<file path="config.mk">
export PLATFORM = sky130hd
export DESIGN_NAME = crossing_scheduler
export DESIGN_NICKNAME = d
export VERILOG_FILES = /design/src/rtl/crossing_scheduler.sv
export SDC_FILE = /design/constraint.sdc
export NUM_CORES = 1
export LEC_CHECK = 0
export ABC_AREA = 1
export CORE_MARGIN = 2
export CORE_UTILIZATION = 30
export CTS_CLUSTER_DIAMETER = 30
export DETAILED_ROUTE_END_ITERATION = 8
export PLACE_DENSITY_LB_ADDON = 0.2
export SYNTH_ARGS = -nofsm -noshare
export SYNTH_HDL_FRONTEND = slang
export SYNTH_SLANG_ARGS = --single-unit
</file>
<file path="constraint.sdc">
create_clock -name clk -period 4.9 [get_ports clk]
set_clock_uncertainty 0.15 [all_clocks]
set_input_delay 0.98 -clock clk [delete_from_list [all_inputs] [get_ports clk]]
set_output_delay 0.98 -clock clk [all_outputs]
set_load 0.01 [all_outputs]
</file>
<file path="src/rtl/crossing_scheduler.sv">
// crossing_scheduler: right-of-way sequencer for a main/side road crossing
// with a shared pedestrian walk phase and a flashing-mode override.
module crossing_scheduler #(
    parameter int unsigned C_MIN_GREEN = 6,
    parameter int unsigned C_SIDE_MIN  = 4,
    parameter int unsigned C_SIDE_MAX  = 10,
    parameter int unsigned C_YELLOW    = 2,
    parameter int unsigned C_ALL_RED   = 1,
    parameter int unsigned C_WALK      = 4,
    parameter int unsigned C_CNT_W     = 8
) (
    input  logic       clk,
    input  logic       rst,
    input  logic       tick,
    input  logic       blink,
    input  logic       inMode,
    input  logic       inTraffic,
    input  logic       inPedestrian,
    output logic [1:0] outLightMain,
    output logic [1:0] outLightSide,
    output logic       outWalk,
    output logic       outPedAck
);

    typedef enum logic [2:0] {
        MAIN_GREEN,
        MAIN_YELLOW,
        ALL_RED_A,
        WALK,
        SIDE_GREEN,
        SIDE_YELLOW,
        ALL_RED_B,
        FLASH
    } state_t;

    localparam logic [1:0] LIGHT_RED    = 2'b00;
    localparam logic [1:0] LIGHT_GREEN  = 2'b01;
    localparam logic [1:0] LIGHT_YELLOW = 2'b10;
    localparam logic [1:0] LIGHT_OFF    = 2'b11;

    // Last counter value of each phase: a phase of D ticks ends on the tick seen at cnt == D-1.
    localparam logic [C_CNT_W-1:0] MIN_GREEN_LAST = C_CNT_W'(C_MIN_GREEN - 1);
    localparam logic [C_CNT_W-1:0] SIDE_MIN_LAST  = C_CNT_W'(C_SIDE_MIN - 1);
    localparam logic [C_CNT_W-1:0] SIDE_MAX_LAST  = C_CNT_W'(C_SIDE_MAX - 1);
    localparam logic [C_CNT_W-1:0] YELLOW_LAST    = C_CNT_W'(C_YELLOW - 1);
    localparam logic [C_CNT_W-1:0] ALL_RED_LAST   = C_CNT_W'(C_ALL_RED - 1);
    localparam logic [C_CNT_W-1:0] WALK_LAST      = C_CNT_W'(C_WALK - 1);
    localparam logic [C_CNT_W-1:0] CNT_MAX        = '1;

    state_t             state;
    state_t             state_next;
    logic [C_CNT_W-1:0] cnt;
    logic               traf_req;
    logic               ped_req;
    logic               state_change;

    assign state_change = (state_next != state);

    // State register and phase counter (cleared on every phase change, saturating otherwise).
    always_ff @(posedge clk) begin
        if (rst) begin
            state <= ALL_RED_B;
            cnt   <= '0;
        end else begin
            state <= state_next;
            if (state_change) begin
                cnt <= '0;
            end else if (tick && (cnt != CNT_MAX)) begin
                cnt <= cnt + C_CNT_W'(1);
            end
        end
    end

    // Request latches; clearing on entry to the serving phase wins over a same-cycle set.
    always_ff @(posedge clk) begin
        if (rst) begin
            traf_req <= 1'b0;
            ped_req  <= 1'b0;
        end else begin
            if (state_change && (state_next == SIDE_GREEN)) begin
                traf_req <= 1'b0;
            end else if (inTraffic && (state != SIDE_GREEN)) begin
                traf_req <= 1'b1;
            end
            if (state_change && (state_next == WALK)) begin
                ped_req <= 1'b0;
            end else if (inPedestrian && (state != WALK)) begin
                ped_req <= 1'b1;
            end
        end
    end

    // Next-state logic; flashing mode preempts any phase transition.
    always_comb begin
        state_next = state;
        if (inMode && (state != FLASH)) begin
            state_next = FLASH;
        end else begin
            case (state)
                MAIN_GREEN: begin
                    if (tick && (cnt >= MIN_GREEN_LAST) && (traf_req || ped_req)) begin
                        state_next = MAIN_YELLOW;
                    end
                end
                MAIN_YELLOW: begin
                    if (tick && (cnt == YELLOW_LAST)) state_next = ALL_RED_A;
                end
                ALL_RED_A: begin
                    if (tick && (cnt == ALL_RED_LAST)) state_next = ped_req ? WALK : SIDE_GREEN;
                end
                WALK: begin
                    if (tick && (cnt == WALK_LAST)) state_next = traf_req ? SIDE_GREEN : MAIN_GREEN;
                end
                SIDE_GREEN: begin
                    if (tick && (((cnt >= SIDE_MIN_LAST) && !inTraffic) || (cnt == SIDE_MAX_LAST))) begin
                        state_next = SIDE_YELLOW;
                    end
                end
                SIDE_YELLOW: begin
                    if (tick && (cnt == YELLOW_LAST)) state_next = ALL_RED_B;
                end
                ALL_RED_B: begin
                    if (tick && (cnt == ALL_RED_LAST)) state_next = MAIN_GREEN;
                end
                FLASH: begin
                    if (!inMode) state_next = ALL_RED_B;
                end
                default: state_next = ALL_RED_B;
            endcase
        end
    end

    // Moore light decode; only the flashing beat passes through combinationally.
    always_comb begin
        outLightMain = LIGHT_RED;
        outLightSide = LIGHT_RED;
        outWalk      = 1'b0;
        case (state)
            MAIN_GREEN:  outLightMain = LIGHT_GREEN;
            MAIN_YELLOW: outLightMain = LIGHT_YELLOW;
            SIDE_GREEN:  outLightSide = LIGHT_GREEN;
            SIDE_YELLOW: outLightSide = LIGHT_YELLOW;
            WALK:        outWalk      = 1'b1;
            FLASH: begin
                outLightMain = blink ? LIGHT_YELLOW : LIGHT_OFF;
                outLightSide = blink ? LIGHT_RED : LIGHT_OFF;
            end
            default: ;
        endcase
    end

    assign outPedAck = ped_req;

endmodule

</file>
# == After elaboration in Yosys (flattened, before gate mapping) ==
# Cells that the tools add are included.
# word_totals
register_bits,13
inputBits,7
output_inout_bits,6
wordCells,62
# classes
n_addsub,1
magnitude_cmp,2
eq_ne,17
mux,17
n_reduce_logical,21
# ops
op,count
$mux W3,11
$pmux W3 S8,1
$eq A3 B3 Y1 const B,5
$logic_and A1 B1 Y1,13
$pmux W2 S3,2
$eq A3 B2 Y1 const B,3
$add A8 B1 Y8 const B,1
$eq A8 B1 Y1 const B,1
$eq A8 B2 Y1 const B,1
$eq A8 B4 Y1 const B,1
$ge A8 B2 Y1 const B,1
$ge A8 B3 Y1 const B,1
$logic_not A8 Y1,1
$ne A8 B8 Y1 const B,1
$ne A3 B3 Y1 const B,2
$reduce_or A2 Y1,3
$eq A3 B1 Y1 const B,1
$logic_not A3 Y1,1
$ne A3 B2 Y1 const B,1
$ne A3 B3 Y1,1
$logic_or A1 B1 Y1,2
$mux W1,2
$mux W2,1
$logic_not A1 Y1,1

# == Longest topological paths before layout ==
# depth
ltp_word,10
ltp_mapped,14
depth_no_buf,14

# == Worst setup path after synthesis ==
# OpenSTA, ideal clock, no wires.
# synth_timing
path_type,input to output
startpoint,in blink
endpoint,out outLightSide[1]
t_arrival_ns,1.418
required_time_ns,3.770
setup_slack_ns,2.352
cell_stages,2
path_buffers,0
path_cell_list,or2_2 -> o21ai_0
# synth_between
elab_chain_len,2
# synth_lines
item,line_no,rtl
from (decl),15,"input logic blink,"
$mux W2,146,outLightSide = blink ? LIGHT_RED : LIGHT_OFF;
$pmux W2 S3,138,case (state)
to (decl),20,"output logic [1:0] outLightSide,"
# No other way between the ends.

# == Final worst setup path ==
# Same ends and word-level chain as after synthesis.

==> reports/qor.yml <==
setup_path:
  cp-start-kind: "input pin"
  cp.arrival_ns: 2.31
  crit_fanout: 3
  critical_path_required_ns: 3.77
  crit_type: "input pin to primary output"
  critPathCaptureType: "primary output"
power:
  seqPwrFrac_pct: 40.5
  power_switching_w: 0.0001113
  clkPwrFrac_pct: 21.7
  p_leak_nw: 0.6181
  p_per_area_nw_per_um2: 238.2
  swShare_pct: 37.12
  combPwrFrac_pct: 37.8
  internal_power_w: 0.0001886
  ir_drop_v: 0.0001246
logic_synthesis:
  netlist_area_um2: 1065
  synthMuxAreaShare_pct: 0
  avgSynthCellArea_um2: 5.982
  ys_seq_area_share_pct: 24.44
  synth-adder-area-share_pct: 4.700
  synth_seq_cells: 13
  yosysWarnings: 0
  synth_xor_area_share_pct: 5.758
  yosys.area_share.simple_pct: 47.94
  synth-compound-area-share_pct: 5.640
  synth_top_family_by_area: "simple AND/OR/NAND/NOR gates"
  syn-num-nets: 189
  netlist_instances: 178
  yosysUniqueCellTypes: 21
clock_tree:
  clkLatencyLatePin_ns: 0.27
  cts_hold_buffers: 0
  post_cts_buffers: 0
  clkTransAtPathRegs_ns: 0.07
  clock-sinks: 13
  cts_resized: 0
  cts_tree: "done"
  root_buffer: "clkbuf_4"
  htreeDepth: 1
  clk_path_buf_depth: 2
  cts_inserted_buffers: 3
grt:
  grt_max_degree: 12
  grt_pass1_wl_um: 4174
  grt_antenna_before_repair: 0
  overflow: 0
  grt_pass1_vias: 1010
  track_usage_pct: 12.53
placed_design:
  io_buffers: 12
  hpwl_um: 2003
  post_dp_cell_area_um2: 1232
  gp_congestion: 0.8030
layout:
  nNetsFinal: 204
  postLayoutCellArea_um2: 1259
  diodes: 0
  most-common-layout-cells: "50 x nand2_1, 28 x inv_1, 25 x nor2_1"
  area_delta_synth_final_pct: 18.21
  layout_commonest_cell: "nand2_1"
  final_layout_size_suffix_gt1_share_pct: 8.854
floorplan:
  fp.coreArea_um2: 3363
  fp.dieW_um: 63.58
  start_util_pct: 31.66
  pin_count: 13
  fp.dieH_um: 63.58
  die_area_um2: 4042
  num_rows: 21
timing:
  setup_viol: 0
  min_period_ns: 3.442
  final-hold-violation-count: 0
  finalCritPeriodShare_pct: 70.25
  relSlewSlack_pct: 75.92
  totalNegativeSetupSlack_ns: 0
  fmax_mhz: 290.5
  worst_slew_pin_slew_ns: 0.3607
  rsz0062_at_grt: "false"
  finalMaxSlewViolations: 0
run_status:
  outcome: "complete, no violations"
drt:
  finalWirelength_um: 2408
  postRouteAntennaNets: 0
  via_count: 1074
  first_pass_iters: 5
  via_per_inst: 4.513
  post_drt_wl_per_cell_um: 10.12
  drtIter0Drc: 51
  drc: 0
min_path:
  hold_path.class: "flip-flop to flip-flop"
flow_run:
  cap_violations: 0
==> cell usage after synthesis <==
cell type | number | area (um^2)
nor2_4 | 2 | 22.52
nor3_1 | 6 | 30.03
o21ai_0 | 4 | 20.02
nand3_4 | 1 | 17.52
buf_2 | 2 | 10.01
nand2_2 | 3 | 18.77
o21bai_1 | 2 | 15.01
ha_1 | 4 | 50.05
nand2_1 | 50 | 187.7
dfxtp_1 | 13 | 260.3
xor2_1 | 7 | 61.31
nor2_2 | 4 | 25.02
nor2_1 | 25 | 93.84
nand4_1 | 7 | 43.79
a21oi_1 | 4 | 20.02
nand3_1 | 11 | 55.05
or2_2 | 1 | 6.260
inv_1 | 28 | 105.1
nand3_2 | 1 | 10.01
o21ai_1 | 1 | 5.000
inv_2 | 2 | 7.510
==> cell type report <==
type | instances | area (um^2)
multi-input combinational | 133 | 681.9
inverter | 30 | 112.6
tap | 46 | 57.56
clock buffer | 4 | 26.28
timing repair buffer | 12 | 120.1
sequential | 13 | 260.3
fill | 419 | 2105
==> worst max-delay path, cell delays in order <==
cell and delay, ns:
clkdlybuf4s50_1 0.39, or2_2 0.31, o21ai_0 0.08, clkdlybuf4s50_1 0.55
==> stage by stage <==
stage | std cells | util (%) | total power (W) | setup WS [ns] | hold slack [ns]
4_1_cts | 238 | 37.43 | 0.0003034 | 1.450 | 0.4144
6_report | 238 | 37.43 | 0.0002999 | 1.458 | 0.4162
3_3_place_gp | 234 | 36.64 | 0.0002369 | 1.470 | 0.3972
5_1_grt | 238 | 37.43 | 0.0003245 | 1.408 | 0.4475
2_1_floorplan | 178 | - | 0.0002032 | 2.352 | 0.3619
3_5_place_dp | 234 | 36.64 | 0.0002377 | 1.456 | 0.3990
==> cell families after synthesis <==
group           after synthesis
compound gates               11
fa+ha+maj                     4
simple gates                111
buf+inv                      32
flops                        13
xor+xnor                      7
==> metal layers <==
metal,track usage [%],share of wire [%]
met2,20.39,45
met5,0,0
met1,16.70,51
met3,1.607,3.4
met4,4.891,0.87
==> power groups by stage <==
stage	sequential, W	combinational (W)	clock (W)
after floorplan	0.000119	0.0000846	0
after global placement	0.000124	0.000113	0
after detailed placement	0.000124	0.000114	0
after CTS	0.000121	0.000114	0.0000678
after global routing	0.000123	0.000128	0.0000736
final	0.000122	0.000113	0.0000650
==> flip-flops by register name, summed over array words and instances, names as in the netlist <==
signal and count:
outPedAck 1, state 3, cnt 8, traf_req 1
==> worst paths after layout <==
path | to | cells past startpoint | startpoint | slack (ns)
hold / removal | traf_req$_SDFFE_PP0P_ | 4 | traf_req$_SDFFE_PP0P_ | 0.42
hold reg to reg | traf_req$_SDFFE_PP0P_ | 4 | traf_req$_SDFFE_PP0P_ | 0.42
setup / recovery | outLightSide[1] | 4 | blink | 1.46
setup reg to reg | cnt[7]$_SDFFE_PP0P_ | 13 | cnt[0]$_SDFFE_PP0P_ | 2.77
Power figures use the tool's default switching activity.
